[src/rtl/mem_port_arbiter.sv]
// Round-robin arbiter sharing one valid/ready memory port between NREQ requesters,
// with a response watchdog. Define MEM_ARB_STATS_EN to add per-requester statistics counters.
module mem_port_arbiter #(
  parameter int unsigned NREQ    = 3,
  parameter int unsigned DATA_W  = 32,
  parameter int unsigned ADDR_W  = 32,
  parameter int unsigned TIMEOUT = 1024
) (
  input  logic                     clk,
  input  logic                     rst,
  input  logic [NREQ-1:0]          req_valid,
  input  logic [NREQ*4-1:0]        req_wstrb,
  input  logic [NREQ*ADDR_W-1:0]   req_addr,
  input  logic [NREQ*DATA_W-1:0]   req_wdata,
  output logic [NREQ-1:0]          req_ready,
  output logic [DATA_W-1:0]        req_rdata,
  output logic                     mem_valid,
  output logic [ADDR_W-1:0]        mem_addr,
  output logic [3:0]               mem_wstrb,
  output logic [DATA_W-1:0]        mem_wdata,
  input  logic                     mem_ready,
  input  logic [DATA_W-1:0]        mem_rdata,
  output logic [NREQ-1:0]          grant,
  output logic                     err_timeout
`ifdef MEM_ARB_STATS_EN
  ,
  output logic [NREQ*32-1:0]       stat_grants,
  output logic [NREQ*32-1:0]       stat_wait
`endif
);

  localparam int unsigned IDX_W   = (NREQ > 1) ? $clog2(NREQ) : 1;
  localparam int unsigned CNT_W   = (TIMEOUT > 1) ? $clog2(TIMEOUT) : 1;
  localparam int unsigned TO_LAST = (TIMEOUT > 0) ? TIMEOUT - 1 : 0;
  localparam logic [DATA_W-1:0] ABORT_DATA = DATA_W'(32'hDEAD_BEEF);

  typedef enum logic [1:0] {IDLE, BUSY, RESP} state_t;

  state_t            state;
  logic [IDX_W-1:0]  ptr;
  logic [IDX_W-1:0]  owner;
  logic [CNT_W-1:0]  wd_cnt;

  logic [ADDR_W-1:0] addr_arr  [NREQ];
  logic [DATA_W-1:0] wdata_arr [NREQ];
  logic [3:0]        wstrb_arr [NREQ];

  logic [IDX_W-1:0]  pick;
  logic              pick_ok;
  int unsigned       slot;
  logic [NREQ-1:0]   owner_oh;
  logic [IDX_W-1:0]  next_ptr;
  logic              busy_done;
  logic              busy_abort;

  // Per-requester views of the flat request buses
  for (genvar g = 0; g < NREQ; g++) begin : g_unpack
    assign addr_arr[g]  = req_addr[g*ADDR_W +: ADDR_W];
    assign wdata_arr[g] = req_wdata[g*DATA_W +: DATA_W];
    assign wstrb_arr[g] = req_wstrb[g*4 +: 4];
  end

  // First valid requester at or after the pointer, wrapping around
  always_comb begin
    pick    = '0;
    pick_ok = 1'b0;
    slot    = 0;
    for (int unsigned k = 0; k < NREQ; k++) begin
      slot = 32'(ptr) + k;
      if (slot >= NREQ) slot = slot - NREQ;
      if (!pick_ok && req_valid[IDX_W'(slot)]) begin
        pick    = IDX_W'(slot);
        pick_ok = 1'b1;
      end
    end
  end

  assign owner_oh   = NREQ'(1) << owner;
  assign next_ptr   = IDX_W'((32'(owner) + 32'd1) % NREQ);
  assign busy_done  = (state == BUSY) && mem_ready;
  assign busy_abort = (state == BUSY) && !mem_ready && (TIMEOUT != 0) &&
                      (wd_cnt == CNT_W'(TO_LAST));

  // Arbitration FSM; every output is a register
  always_ff @(posedge clk or posedge rst) begin
    if (rst) begin
      state       <= IDLE;
      ptr         <= '0;
      owner       <= '0;
      wd_cnt      <= '0;
      grant       <= '0;
      req_ready   <= '0;
      req_rdata   <= '0;
      mem_valid   <= 1'b0;
      mem_addr    <= '0;
      mem_wstrb   <= '0;
      mem_wdata   <= '0;
      err_timeout <= 1'b0;
    end else begin
      case (state)
        IDLE: begin
          if (pick_ok) begin
            owner     <= pick;
            grant     <= NREQ'(1) << pick;
            mem_valid <= 1'b1;
            mem_addr  <= addr_arr[pick];
            mem_wstrb <= wstrb_arr[pick];
            mem_wdata <= wdata_arr[pick];
            wd_cnt    <= '0;
            state     <= BUSY;
          end
        end
        BUSY: begin
          if (busy_done) begin
            mem_valid <= 1'b0;
            req_ready <= owner_oh;
            req_rdata <= (mem_wstrb != 4'h0) ? '0 : mem_rdata;
            ptr       <= next_ptr;
            state     <= RESP;
          end else if (busy_abort) begin
            // Abandon the downstream access and complete with a marker word
            err_timeout <= 1'b1;
            mem_valid   <= 1'b0;
            req_ready   <= owner_oh;
            req_rdata   <= ABORT_DATA;
            ptr         <= next_ptr;
            state       <= RESP;
          end else begin
            wd_cnt <= wd_cnt + 1'b1;
          end
        end
        RESP: begin
          req_ready <= '0;
          req_rdata <= '0;
          grant     <= '0;
          state     <= IDLE;
        end
        default: state <= IDLE;
      endcase
    end
  end

`ifdef MEM_ARB_STATS_EN
  // Completed transactions and cycles spent waiting, per requester; wrap at 2^32
  always_ff @(posedge clk or posedge rst) begin
    if (rst) begin
      stat_grants <= '0;
      stat_wait   <= '0;
    end else begin
      for (int unsigned i = 0; i < NREQ; i++) begin
        if ((busy_done || busy_abort) && (owner == IDX_W'(i)))
          stat_grants[i*32 +: 32] <= stat_grants[i*32 +: 32] + 32'd1;
        if (req_valid[i] && !grant[i])
          stat_wait[i*32 +: 32] <= stat_wait[i*32 +: 32] + 32'd1;
      end
    end
  end
`endif

endmodule

[config.mk]
export PLATFORM = sky130hd
export DESIGN_NAME = mem_port_arbiter
export DESIGN_NICKNAME = d
export VERILOG_FILES = /design/src/rtl/mem_port_arbiter.sv
export SDC_FILE = /design/constraint.sdc
export NUM_CORES = 1
export LEC_CHECK = 0
export ABC_CLOCK_PERIOD_IN_PS = 9600
export BUFFER_PORTS_ARGS = -buffer_cell sky130_fd_sc_hd__buf_2
export CAP_MARGIN = 30
export CORE_ASPECT_RATIO = 1.25
export CORE_MARGIN = 2
export CORE_UTILIZATION = 30
export DETAILED_ROUTE_END_ITERATION = 6
export SLEW_MARGIN = 20
export SYNTH_ARGS = -nofsm -noshare
export SYNTH_HDL_FRONTEND = slang
export SYNTH_SLANG_ARGS = --single-unit
[constraint.sdc]
create_clock -name clk -period 9.6 [get_ports clk]
set_input_delay 0.96 -clock clk [delete_from_list [all_inputs] [get_ports clk]]
set_output_delay 0.96 -clock clk [all_outputs]
set_load 0.01 [all_outputs]
* Yosys cells after proc, flatten, opt, wreduce, memory -nomap -nowiden
Cells that the tools add are included.
Operators by class: add/sub/neg operators 7, divide/modulo/power cells 1, $lt $le $gt $ge 7, equal/unequal tests 7, shift operators 2, muxes and demuxes 47, bitwise gates (word level) 2, reductions and logical operators 22
Operator list (number):
- 32-bit two-way mux | 7
- 32-bit binary-select mux with 2-bit select | 2
- 32-bit case mux with 2 select lines | 1
- 32-bit by 2-bit modulo with 32-bit output, second input constant | 1
- 10-bit two-way mux | 3
- 2-bit two-way mux | 11
- 10-bit case mux with 2 select lines | 1
- 3-bit case mux with 2 select lines | 2
- 10-bit by 1-bit adder with 10-bit output, second input constant | 1
- 10-bit equality test, second input constant | 1
- 2-bit AND reduction | 5
- 2-bit by 3-bit less-than comparator with 1-bit output, second input constant | 3
- 1-bit two-way mux | 9
- 3-bit two-way mux | 3
- 4-bit binary-select mux with 2-bit select | 1
- 4-bit two-way mux | 2
- 2-bit nonzero test | 4
- 2-bit by 1-bit adder with 3-bit output, second input constant | 2
- 1-bit binary-select mux with 2-bit select | 3
- 3-bit by 2-bit greater-or-equal comparator with 1-bit output, second input constant | 2
- 2-bit != test, second input constant | 3
- 3-bit AND reduction | 2
- 1-bit by 2-bit << shifter with 3-bit output, first input constant | 2
- 2-bit subtractor, second input constant | 3
- other kinds (15) | 21
Word-level totals: bits in registers 124, input bits 242, logic and storage cells 107

* Depth between registers and ports, before layout
Gate-level depths: netlist of the first run.
depth in word-level cells 15, mapped depth 11, depth with buffers taken out 7

* Worst setup path before layout of the first run
Ideal clock, no wire load.
kind input to register, start point input req_valid[1], end point register mem_addr[0], library setup time 0.080 ns, arrival time 2.679 ns, data required time 9.520 ns, slack 6.841 ns, stages 9, path buffers 4, path through buf_2 > mux2i_1 > o21a_1 > a311o_1 > buf_2 > or3_1 > buf_4 > buf_6 > o211ai_2
On the way: longest elaborated chain between the ends 13, elaborated cells on any way between the ends 21, classes of those cells mux: 15; bitwise: 1; reduce/logical: 5
Ends and longest elaborated chain:
- start, declared | line 11 | input logic [NREQ-1:0] req_valid,
- 1-bit binary-select mux with 2-bit select | line 71 | if (!pick_ok && req_valid[IDX_W'(slot)]) begin
- 1-bit two-way mux (implied by the code) | line 71
- 1-bit two-way mux | line 71
- 1-bit logical NOT | line 71
- 1-bit logical AND | line 71
- 1-bit two-way mux | line 71
- 1-bit logical NOT | line 71
- 1-bit logical AND | line 71
- 2-bit two-way mux | line 71
- 2-bit inverter with 3-bit output (implied by the code) | line 106 | mem_addr <= addr_arr[pick];
- 32-bit binary-select mux with 2-bit select | line 106
- 32-bit two-way mux (implied by the code) (2 in a row) | line 106
- end signal, assigned | line 106
- end, declared | line 18 | output logic [ADDR_W-1:0] mem_addr,
Parallel ways exist; a longest one is shown, timed or not. The select of a mux whose other input is x is not followed. A chain may end at the register's enable or synchronous reset.

* Worst setup path after layout of the first run
start point register ptr[1], end point register mem_addr[13]
On the way: longest elaborated chain between the ends 15, elaborated cells on any way between the ends 32, classes of those cells add/sub: 5; order compare: 3; mux: 18; bitwise: 1; reduce/logical: 5
Ends and longest elaborated chain:
- start, declared | line 40 | logic [IDX_W-1:0] ptr;
- start signal, assigned | line 118 | ptr <= next_ptr;
- start signal, assigned | line 126 | ptr <= next_ptr;
- branches (longest 15 deep; another with 2-bit by 1-bit adder with 3-bit output)
Several ways; the timed one is not identified. The select of a mux whose other input is x is not followed.

==> results by group, run 1 <==
Global route
  – Number of global-route vias before repair: approximately 9.3k
  – Grt ovf: 0
  – Tot GR Track Use: 0.209
  – First-pass GRT wire length: 52.4 mm
  – Pin count of the biggest net entering global routing: 111
  – Initial antenna violation count: 4

Pwr
  – Sequential share of power: 0.221
  – Leak: 5.34 nW
  – Maximum vdd drop: 0.183 mV
  – Power per cell area: around 340 nW/um2
  – Internal: approximately 2.1 mW
  – Post-layout power: 3.99 mW
  – Switching Share: 0.482
  – P_sw: 1.93 mW
  – Clock network fraction of total power: 0.161
  – Comb power frac: 0.618

Clock tree
  – CTS Root Cell: clkbuf_16
  – CTS sink cnt: 124
  – Reg clk slew, reported paths: 60 ps
  – Max Root-Sink Buffers: 2
  – CTS tree: built
  – H-tree Lvls: 4
  – Post-CTS resize count: 0
  – # Post-CTS Setup Buffers: 0
  – Hold_buf cts: 0
  – Clock Latency Late Sink: approximately 430 ps
  – Cts bufs inserted: 17

Critical path
  – Critical Path RT: 9880 ps
  – Worst setup path category: flop to flop
  – CP cell instances: inv_1 > ha_4 > mux2_2 > mux2i_4 > buf_4 > a311o_2 > buf_4 > or3_4 > buf_4 > o211ai_2
  – R2r worst-path depth: 10
  – CP max FO: between 70 and 80
  – CP delay by family, top: buffers and inverters
  – Startpoint type of the worst setup path: flop
  – Crit. End Element: flop
  – Crit path DAT: 4660 ps
  – CP peak stage delay: 720 ps
  – Crit path depth: 10
  – Buf/Inv on CP: 4
  – CP most frequent cell: buf_4
  – Slowest cell on the critical path: buf_4

Routing
  – Final ANT Viol Nets: 0
  – Via/cell ratio: 5.54
  – First drt pass iteration count: 5
  – Initial DRC count: 675
  – Routed WL: 33.9 mm
  – DRC: 0
  – Routed len/inst: 19.7 um
  – Via count: approximately 9.6k

Timing
  – RSZ-0062 raised after global routing: false
  – Setup_tns: 0 ps
  – Min Tclk post-route: 4380 ps
  – Fmax: 228 MHz
  – Final Skew: about 18 ps
  – Hold Vio Cnt, Final: 0
  – Slew Viols, Final: 0
  – Tcrit/Tclk final: 0.456
  – Slew HR: 0.377
  – Pin slew with the least headroom to its limit: 935 ps
  – Final setup fails: 0

Synthesis
  – Mapped cell area: 8990 um2
  – Synth area leaders: dfrtp_1 (35%), o211ai_1 (11%), o211ai_2 (9.5%)
  – Synthesized area per cell: 8.63 um2
  – Post-synth EDFFs: 0
  – Post-Syn Instances: 1,042
  – Yosys cell types: 47
  – Top post-synthesis cells by count: nand2_1 (156), o211ai_1 (137), dfrtp_1 (124), clkbuf_1 (88), a21oi_1 (74)
  – Sequential share of the synthesized area: 0.345
  – Synth area leader: dfrtp_1
  – Primary FF master, synth: dfrtp_1
  – Share of the synthesized area in the top cell type: 0.345
  – Cell with the most instances after synthesis: nand2_1
  – Synthesized netlist net count: 1,292
  – Ys Warns: 0
  – Flops & latches, synth: 124
  – Asr flop ratio synth: 1.00

Worst hold path
  – Type of the tightest min-delay check: flop to flop
  – WHS Path Cells: 1

Run
  – Number of max-cap violations: 0

Finish
  – Area grow syn2layout: 29.4%
  – # nets final: between 1.5k and 2k
  – Layout cells sized above 1: 0.369
  – Layout Cells excl Fill: 1,723
  – Fill count: 3,030

Floorplanning
  – Die H: 198 um
  – Site row count: 70
  – Core area: 29,400 um2
  – Top-Level Pins: 350
  – Chip width: between 150 and 200 um
  – Die footprint: 31,400 um2
  – Starting Density: 0.306

Outcome
  – Status: finished, final reports clean

Placement
  – Buffers on Ports: 349
  – Post-DP HPWL: 22.2 mm
  – Placed Cells: 1,684
  – GP Congestion: 0.780
==> worst paths after layout <==
kind	start	to	slack [ps]
min in group asynchronous	rst	mem_addr[20]$_DFFE_PP0P_	580
max in group asynchronous	rst	req_rdata[29]$_DFFE_PP0P_	7950
min reg2reg	err_timeout$_DFFE_PP0P_	err_timeout$_DFFE_PP0P_	460
min	err_timeout$_DFFE_PP0P_	err_timeout$_DFFE_PP0P_	460
max	ptr[1]$_DFFE_PP0P_	mem_addr[13]$_DFFE_PP0P_	5220
max reg2reg	ptr[1]$_DFFE_PP0P_	mem_addr[13]$_DFFE_PP0P_	5220
==> logic make-up (layout without fill, tap and decap cells) <==
kind of cell / after synthesis / count (layout) / synth area share
mux: 7 / 7 / 0.00821
other cells: 0 / 2 / 0
buf+inv: 129 / 412 / 0.0640
fa+ha+maj: 8 / 8 / 0.0111
compound gates: 338 / 338 / 0.302
xor+xnor: 5 / 5 / 0.00487
flops: 124 / 124 / 0.345
simple gates: 431 / 431 / 0.265
==> area by class of cell <==
cell class	count	area (um2)	area share
Inverter	8	35.0	0.00301
Clock inverter	14	133	0.0114
Clock buffer	18	439	0.0377
Sequential cell	124	3100	0.267
Antenna cell	2	5.00	0.000430
Timing Repair Buffer	372	2030	0.174
Tap cell	396	495	0.0426
Multi-Input combinational cell	789	5400	0.464
==> routing by layer <==
metal  wire, um  global-route usage  up-vias
met1      13700               0.262     4624
met3       2320              0.0464       56
met5         20                   0        -
met4        903              0.0741        4
li1           -                   -     4450
met2      16900               0.355      419
==> power groups by stage <==
stage	logic (mW)	registers [mW]	clock network, mW
floorplan	1.66	0.953	0
global placement	2.36	0.892	0
detailed placement	2.43	0.888	0
CTS	2.44	0.883	0.655
global route	2.71	0.908	0.683
finish	2.47	0.884	0.643
==> worst reg2reg max path: cells and delay by family, from the launching register on <==
family,cells,cell delay [ps]
compound gates,2,460
fa+ha+maj,1,330
buf+inv,4,1810
flops,1,390
mux,2,550
simple gates,1,690
==> flip-flops by register name, summed over array words and instances (netlist names) <==
| signal | count |
|---|---|
| req_ready | 3 |
| owner | 2 |
| state | 2 |
| req_rdata | 32 |
| mem_wstrb | 4 |
| mem_valid | 1 |
| ptr | 2 |
| mem_wdata | 32 |
| wd_cnt | 10 |
| grant | 3 |
| err_timeout | 1 |
| mem_addr | 32 |
==> per-stage QoR <==
stage	setup slack (ps)	util	hold slack, ps	area, um2
after floorplan	5340	-	449	8990
after global placement	4540	0.370	448	10900
after detailed placement	4440	0.371	458	10900
after CTS	4540	0.391	471	11500
after global routing	4920	0.395	482	11600
final	5220	0.395	462	11600
==> placed cells by master (no fill, tap or decap), types with 5 or more instances in the layout <==
master       n
nor2_1      35
dfrtp_1    124
nand3_1      7
and3b_1     69
ha_1         7
buf_4       16
a221oi_1    23
o211ai_2    68
clkbuf_16   17
buf_16       5
o211ai_1   137
inv_6        7
nand4_1     72
inv_1        7
a22o_1       8
buf_2      350
o21ai_0     11
nand2b_1    68
a21oi_1     74
nand2_1    156
(Power assumes the default switching activity.)
==> run 2: changes to the inputs <==
--- a/config.mk
+++ b/config.mk
@@ -5,7 +5,7 @@
 export SDC_FILE = /design/constraint.sdc
 export NUM_CORES = 1
 export LEC_CHECK = 0
-export ABC_CLOCK_PERIOD_IN_PS = 9600
+export ABC_CLOCK_PERIOD_IN_PS = 3900
 export BUFFER_PORTS_ARGS = -buffer_cell sky130_fd_sc_hd__buf_2
 export CAP_MARGIN = 30
 export CORE_ASPECT_RATIO = 1.25
==> constraint.sdc (replaced) <==
create_clock -name clk -period 3.9 [get_ports clk]
set_input_delay 0.39 -clock clk [delete_from_list [all_inputs] [get_ports clk]]
set_output_delay 0.39 -clock clk [all_outputs]
set_load 0.01 [all_outputs]
==> run 2 against run 1 <==
Total power is 150% higher. First-iteration DRC count is 21% higher. Non-clock buffer count is 1 higher. Routed wire length is 0.69% lower. Final cell count is 0.12% higher. Sequential share of layout area hardly changed. Critical path type unchanged. Critical endpoint is now owner[0]$_DFFE_PP0P_. Largest power group unchanged. Highest routed layer unchanged.
==> results by group, run 2 (same netlist as run 1, synthesis figures left out) <==
Clock tree
  – Reg clk slew, reported paths: about 60 ps
  – Post-CTS resize count: 0
  – Cts bufs inserted: 17
  – # Post-CTS Setup Buffers: 0
  – CTS sink cnt: 124
  – H-tree Lvls: 4
  – CTS Root Cell: clkbuf_16
  – CTS tree: built
  – Hold_buf cts: 0
  – Max Root-Sink Buffers: 2
  – Clock Latency Late Sink: 420 ps

Global route
  – Met3 usage: 0.0441
  – First-pass GRT wire length: 52.4 mm
  – Met2 Use GR: 0.342
  – Pin count of the biggest net entering global routing: 170
  – Grt ovf: 0
  – Tot GR Track Use: 0.209
  – M1 GR Usage: 0.269
  – Number of global-route vias before repair: 9,334
  – Initial antenna violation count: 3
  – Global routing's busiest layer: met2

Floorplanning
  – Top-Level Pins: 350
  – Die H: 198 um
  – Starting Density: 0.306
  – Site row count: 70
  – Chip width: around 160 um
  – Core area: 29,400 um2
  – Die footprint: between 30,000 and 40,000 um2

Timing
  – Min Tclk post-route: 3130 ps
  – Tcrit/Tclk final: 0.802
  – Fmax: around 320 MHz
  – Setup_tns: 0 ps
  – RSZ-0062 raised after global routing: false
  – Hold Vio Cnt, Final: 0
  – Slew Viols, Final: 0
  – Pin slew with the least headroom to its limit: 975 ps
  – Final setup fails: 0
  – WHS: around 150 ps
  – Slew HR: 0.350
  – Final Skew: ~19 ps

Pwr
  – Post-layout power: roughly 9.8 mW
  – P_sw: 4.71 mW
  – Switching Share: 0.478
  – Power per cell area: approximately 850 nW/um2
  – Comb power frac: 0.619
  – Leak: 5.35 nW
  – Clock network fraction of total power: 0.160
  – Internal: 5.13 mW
  – Sequential share of power: 0.221
  – Maximum vdd drop: 0.514 mV

Critical path
  – Worst setup path category: flop to flop
  – Critical Path RT: 4190 ps
  – Crit. End Element: flop
  – CP max FO: 79
  – Crit path DAT: 3410 ps
  – Startpoint type of the worst setup path: flop

Finish
  – Most frequent cells in the layout: buf_2 (349), nand2_1 (156), o211ai_1 (137)
  – Top flop regs: mem_addr (32), mem_wdata (32), req_rdata (32)
  – Post-route cell area: 11,600 um2
  – Area grow syn2layout: 29.3%
  – Fill count: 3,049
  – Commonest non-fill, non-tap cell in the layout: buf_2
  – # nets final: 1,563
  – Area taken by multi-input logic gates: 5400 um2
  – Layout cells sized above 1: 0.370
  – Register area: 3100 um2

Routing
  – Via/cell ratio: about 5.5
  – DRC: 0
  – Routed len/inst: 19.5 um
  – Routed WL: 33.6 mm
  – Initial DRC count: 816
  – Final ANT Viol Nets: 0
  – Via count: 9,483
  – First drt pass iteration count: 5

Outcome
  – Status: finished, final reports clean

Worst hold path
  – Type of the tightest min-delay check: input port to asynchronous set/reset pin

Placement
  – Placed Area: 11,000 um2
  – GP Congestion: around 0.80
  – Buffers on Ports: about 350
  – Post-DP HPWL: ~22 mm

Run
  – Number of max-cap violations: 0
==> run 2: worst paths after layout <==
path	from	end	slack (ps)	cells after the start
hold reg to reg	err_timeout$_DFFE_PP0P_	err_timeout$_DFFE_PP0P_	460	1
min in group clk	mem_rdata[8]	req_rdata[8]$_DFFE_PP0P_	210	2
hold / removal	rst	mem_addr[16]$_DFFE_PP0P_	150	2
setup reg to reg	ptr[1]$_DFFE_PP0P_	owner[0]$_DFFE_PP0P_	770	7
setup / recovery	ptr[1]$_DFFE_PP0P_	owner[0]$_DFFE_PP0P_	770	7
max in group asynchronous	rst	owner[0]$_DFFE_PP0P_	2870	3
==> run 2: through the flow <==
step           setup WS [ps]  cells   util
3_5_place_dp             766   1690  0.375
6_report                 773   1725  0.395
5_1_grt                  564   1724  0.395
3_3_place_gp             791   1690  0.375
2_1_floorplan            211   1042      -
4_1_cts                  754   1722  0.395
==> run 2: final cells by class <==
| class | instances | share of cell area |
|---|---|---|
| repair buffers | 373 | 0.173 |
| clock buffers | 18 | 0.0378 |
| diodes | 3 | 0.000646 |
| clock inverters | 14 | 0.0114 |
| inverters | 8 | 0.00301 |
| flip-flops and latches | 124 | 0.267 |
| well taps | 396 | 0.0426 |
| multi-input cells | 789 | 0.464 |
==> run 2: worst max-delay path, stage by stage, from the launching register on <==
cell and delay, ps:
dfrtp_1 400, inv_1 130, ha_4 510, mux2i_1 180, o21a_1 300, a311oi_4 270, buf_4 780, mux2_2 410
==> run 2: per-layer routing <==
| layer | vias to the layer above | share of wire |
|---|---|---|
| li1 | 4445 | - |
| met4 | 2 | 0.030 |
| met5 | - | 0.00039 |
| met3 | 57 | 0.063 |
| met1 | 4575 | 0.43 |
| met2 | 404 | 0.48 |
==> run 2: power by group through the flow <==
stage          clock (mW)  combinational, mW  sequential, mW
2_1_floorplan           0               4.09            2.35
3_3_place_gp            0               6.01            2.19
3_5_place_dp            0               6.14            2.18
4_1_cts              1.62               6.15            2.17
5_1_grt              1.68               6.70            2.24
6_report             1.58               6.09            2.18
==> run 3: changes to the inputs <==
--- a/config.mk
+++ b/config.mk
@@ -5,7 +5,7 @@
 export SDC_FILE = /design/constraint.sdc
 export NUM_CORES = 1
 export LEC_CHECK = 0
-export ABC_CLOCK_PERIOD_IN_PS = 3900
+export ABC_CLOCK_PERIOD_IN_PS = 3200
 export BUFFER_PORTS_ARGS = -buffer_cell sky130_fd_sc_hd__buf_2
 export CAP_MARGIN = 30
 export CORE_ASPECT_RATIO = 1.25
==> constraint.sdc (replaced) <==
create_clock -name clk -period 3.2 [get_ports clk]
set_input_delay 0.32 -clock clk [delete_from_list [all_inputs] [get_ports clk]]
set_output_delay 0.32 -clock clk [all_outputs]
set_load 0.01 [all_outputs]
==> run 3 against run 2 <==
Sequential share of layout area down 0.19 points. Via count up 0.58%. Worst setup slack worse by 560 ps. Critical endpoint is now mem_addr[2]$_DFFE_PP0P_. Flip-flop and latch count unchanged.
==> results by group, run 3 (same netlist as run 1, synthesis figures left out) <==
Outcome
  – Status: finished, final reports clean

Clock tree
  – H-tree Lvls: 4
  – CTS sink cnt: 124
  – Cts bufs inserted: 17
  – CTS Root Cell: clkbuf_16
  – Clock Latency Late Sink: 420 ps
  – CTS tree: built
  – Reg clk slew, reported paths: 60 ps
  – Max Root-Sink Buffers: 2

Global route
  – Tot GR Track Use: 0.203
  – Pin count of the biggest net entering global routing: 100
  – First-pass GRT wire length: 51.4 mm
  – Number of global-route vias before repair: 9,337
  – Grt ovf: 0
  – Initial antenna violation count: 3

Floorplanning
  – Core area: 29,400 um2
  – Site row count: 70
  – Starting Density: 0.306
  – Chip width: 159 um
  – Die footprint: 31,400 um2
  – Top-Level Pins: 350
  – Die H: 198 um

Worst hold path
  – Type of the tightest min-delay check: input port to flop

Timing
  – Min Tclk post-route: 2990 ps
  – Fmax: 335 MHz
  – Tcrit/Tclk final: 0.934
  – Final WS setup: roughly 210 ps
  – Slew Viols, Final: 0
  – WHS: 127 ps
  – Setup_tns: 0 ps
  – Final Skew: between 10 and 15 ps
  – RSZ-0062 raised after global routing: false
  – Hold Vio Cnt, Final: 0
  – Final setup fails: 0
  – Slew HR: 0.406
  – Pin slew with the least headroom to its limit: 891 ps

Placement
  – Placement Setup Slack: 230 ps
  – Placed Area: between 10,000 and 15,000 um2
  – Buffers on Ports: 349
  – GP Congestion: 0.816
  – Post-DP HPWL: 22.2 mm
  – Placed Cells: around 1.7k

Critical path
  – Crit path DAT: 3340 ps
  – CP delay by family, top: compound AO/OA/AOI/OAI gates
  – Slowest cell on the critical path: or3_4
  – Startpoint type of the worst setup path: flop
  – CP peak stage delay: 550 ps
  – Worst setup path category: flop to flop
  – Critical Path RT: 3550 ps
  – Crit. End Element: flop
  – CP cell instances: inv_1 > ha_1 > nand3b_1 > o21a_1 > a311o_2 > or3_4 > buf_12 > o211ai_2
  – CP max FO: 31
  – Buf/Inv on CP: 2

Finish
  – Layout Cells excl Fill: about 1.7k
  – Commonest non-fill, non-tap cell in the layout: buf_2
  – Top flop regs: mem_addr (32), mem_wdata (32), req_rdata (32)
  – Post-route cell area: 11,700 um2
  – Layout cells sized above 1: 0.369
  – # nets final: 1,567
  – Area grow syn2layout: 30.2%
  – Most frequent cells in the layout: buf_2 (349), nand2_1 (156), o211ai_1 (137)

Pwr
  – Maximum vdd drop: 0.734 mV
  – Switching Share: 0.475
  – Comb power frac: 0.615
  – Power per cell area: around 1000 nW/um2
  – P_sw: 5.69 mW
  – Clock network fraction of total power: 0.164
  – Leak: 5.38 nW
  – Internal: between 6 and 7 mW
  – Sequential share of power: 0.221

Routing
  – First drt pass iteration count: 5
  – Initial DRC count: 728
  – DRC: 0
  – Final ANT Viol Nets: 0
  – Via/cell ratio: roughly 5.5
  – Routed len/inst: ~19 um
  – Via count: approximately 9.5k
  – Routed WL: 33.1 mm

Run
  – Number of max-cap violations: 0
## run 3: worst paths after layout
check                      cells past startpoint                     from                         to  slack [ps]
max                                            8       ptr[0]$_DFFE_PP0P_    mem_addr[2]$_DFFE_PP0P_         210
min                                            2            mem_rdata[17]  req_rdata[17]$_DFFE_PP0P_         130
max reg2reg                                    8       ptr[0]$_DFFE_PP0P_    mem_addr[2]$_DFFE_PP0P_         210
min reg2reg                                    1  err_timeout$_DFFE_PP0P_    err_timeout$_DFFE_PP0P_         460
max in group asynchronous                      4                      rst   mem_wstrb[2]$_DFFE_PP0P_        1840
min in group asynchronous                      3                      rst    err_timeout$_DFFE_PP0P_         520
## run 3: repair_timing
item,4_1_cts,5_1_grt
endpoints found under the hold margin,24,0
hold buffers,1,0
buffers inserted,0,0
gates resized for setup,0,0
## run 3: metal layers
layer	share of wire	track usage	vias to the layer above	wire [um]
li1	-	-	4466	-
met3	0.065	0.0397	59	2150
met5	0	0	-	0
met4	0.027	0.0774	0	893
met2	0.49	0.345	402	16300
met1	0.42	0.256	4611	13700
## run 3: layout make-up
type | instances | area (um2)
flip-flops and latches | 124 | 3100
multi-input cells | 789 | 5400
fillers | 2990 | 17700
well taps | 396 | 495
diodes | 3 | 7.51
inverters | 8 | 33.8
clock buffers | 18 | 429
clock inverters | 14 | 156
repair buffers | 377 | 2080
## run 3: worst register-to-register path, cell delays in order (launching register included)
cell	delay (ps)
dfrtp_1	450
inv_1	90
ha_1	510
nand3b_1	200
o21a_1	220
a311o_2	430
or3_4	560
buf_12	260
o211ai_2	210
## run 3: through the flow
| stage | util | power, mW |
|---|---|---|
| 3_3_place_gp | 0.377 | 9.92 |
| 3_5_place_dp | 0.377 | 10.1 |
| 5_1_grt | 0.398 | 12.9 |
| 6_report | 0.398 | 12.0 |
| 2_1_floorplan | - | 7.84 |
| 4_1_cts | 0.398 | 12.1 |
## run 3: power by group through the flow
stage	sequential, mW	combinational (mW)	clock, mW
floorplan	2.86	4.98	0
global placement	2.66	7.26	0
detailed placement	2.66	7.42	0
CTS	2.65	7.42	2.01
global route	2.73	8.06	2.09
finish	2.66	7.38	1.96
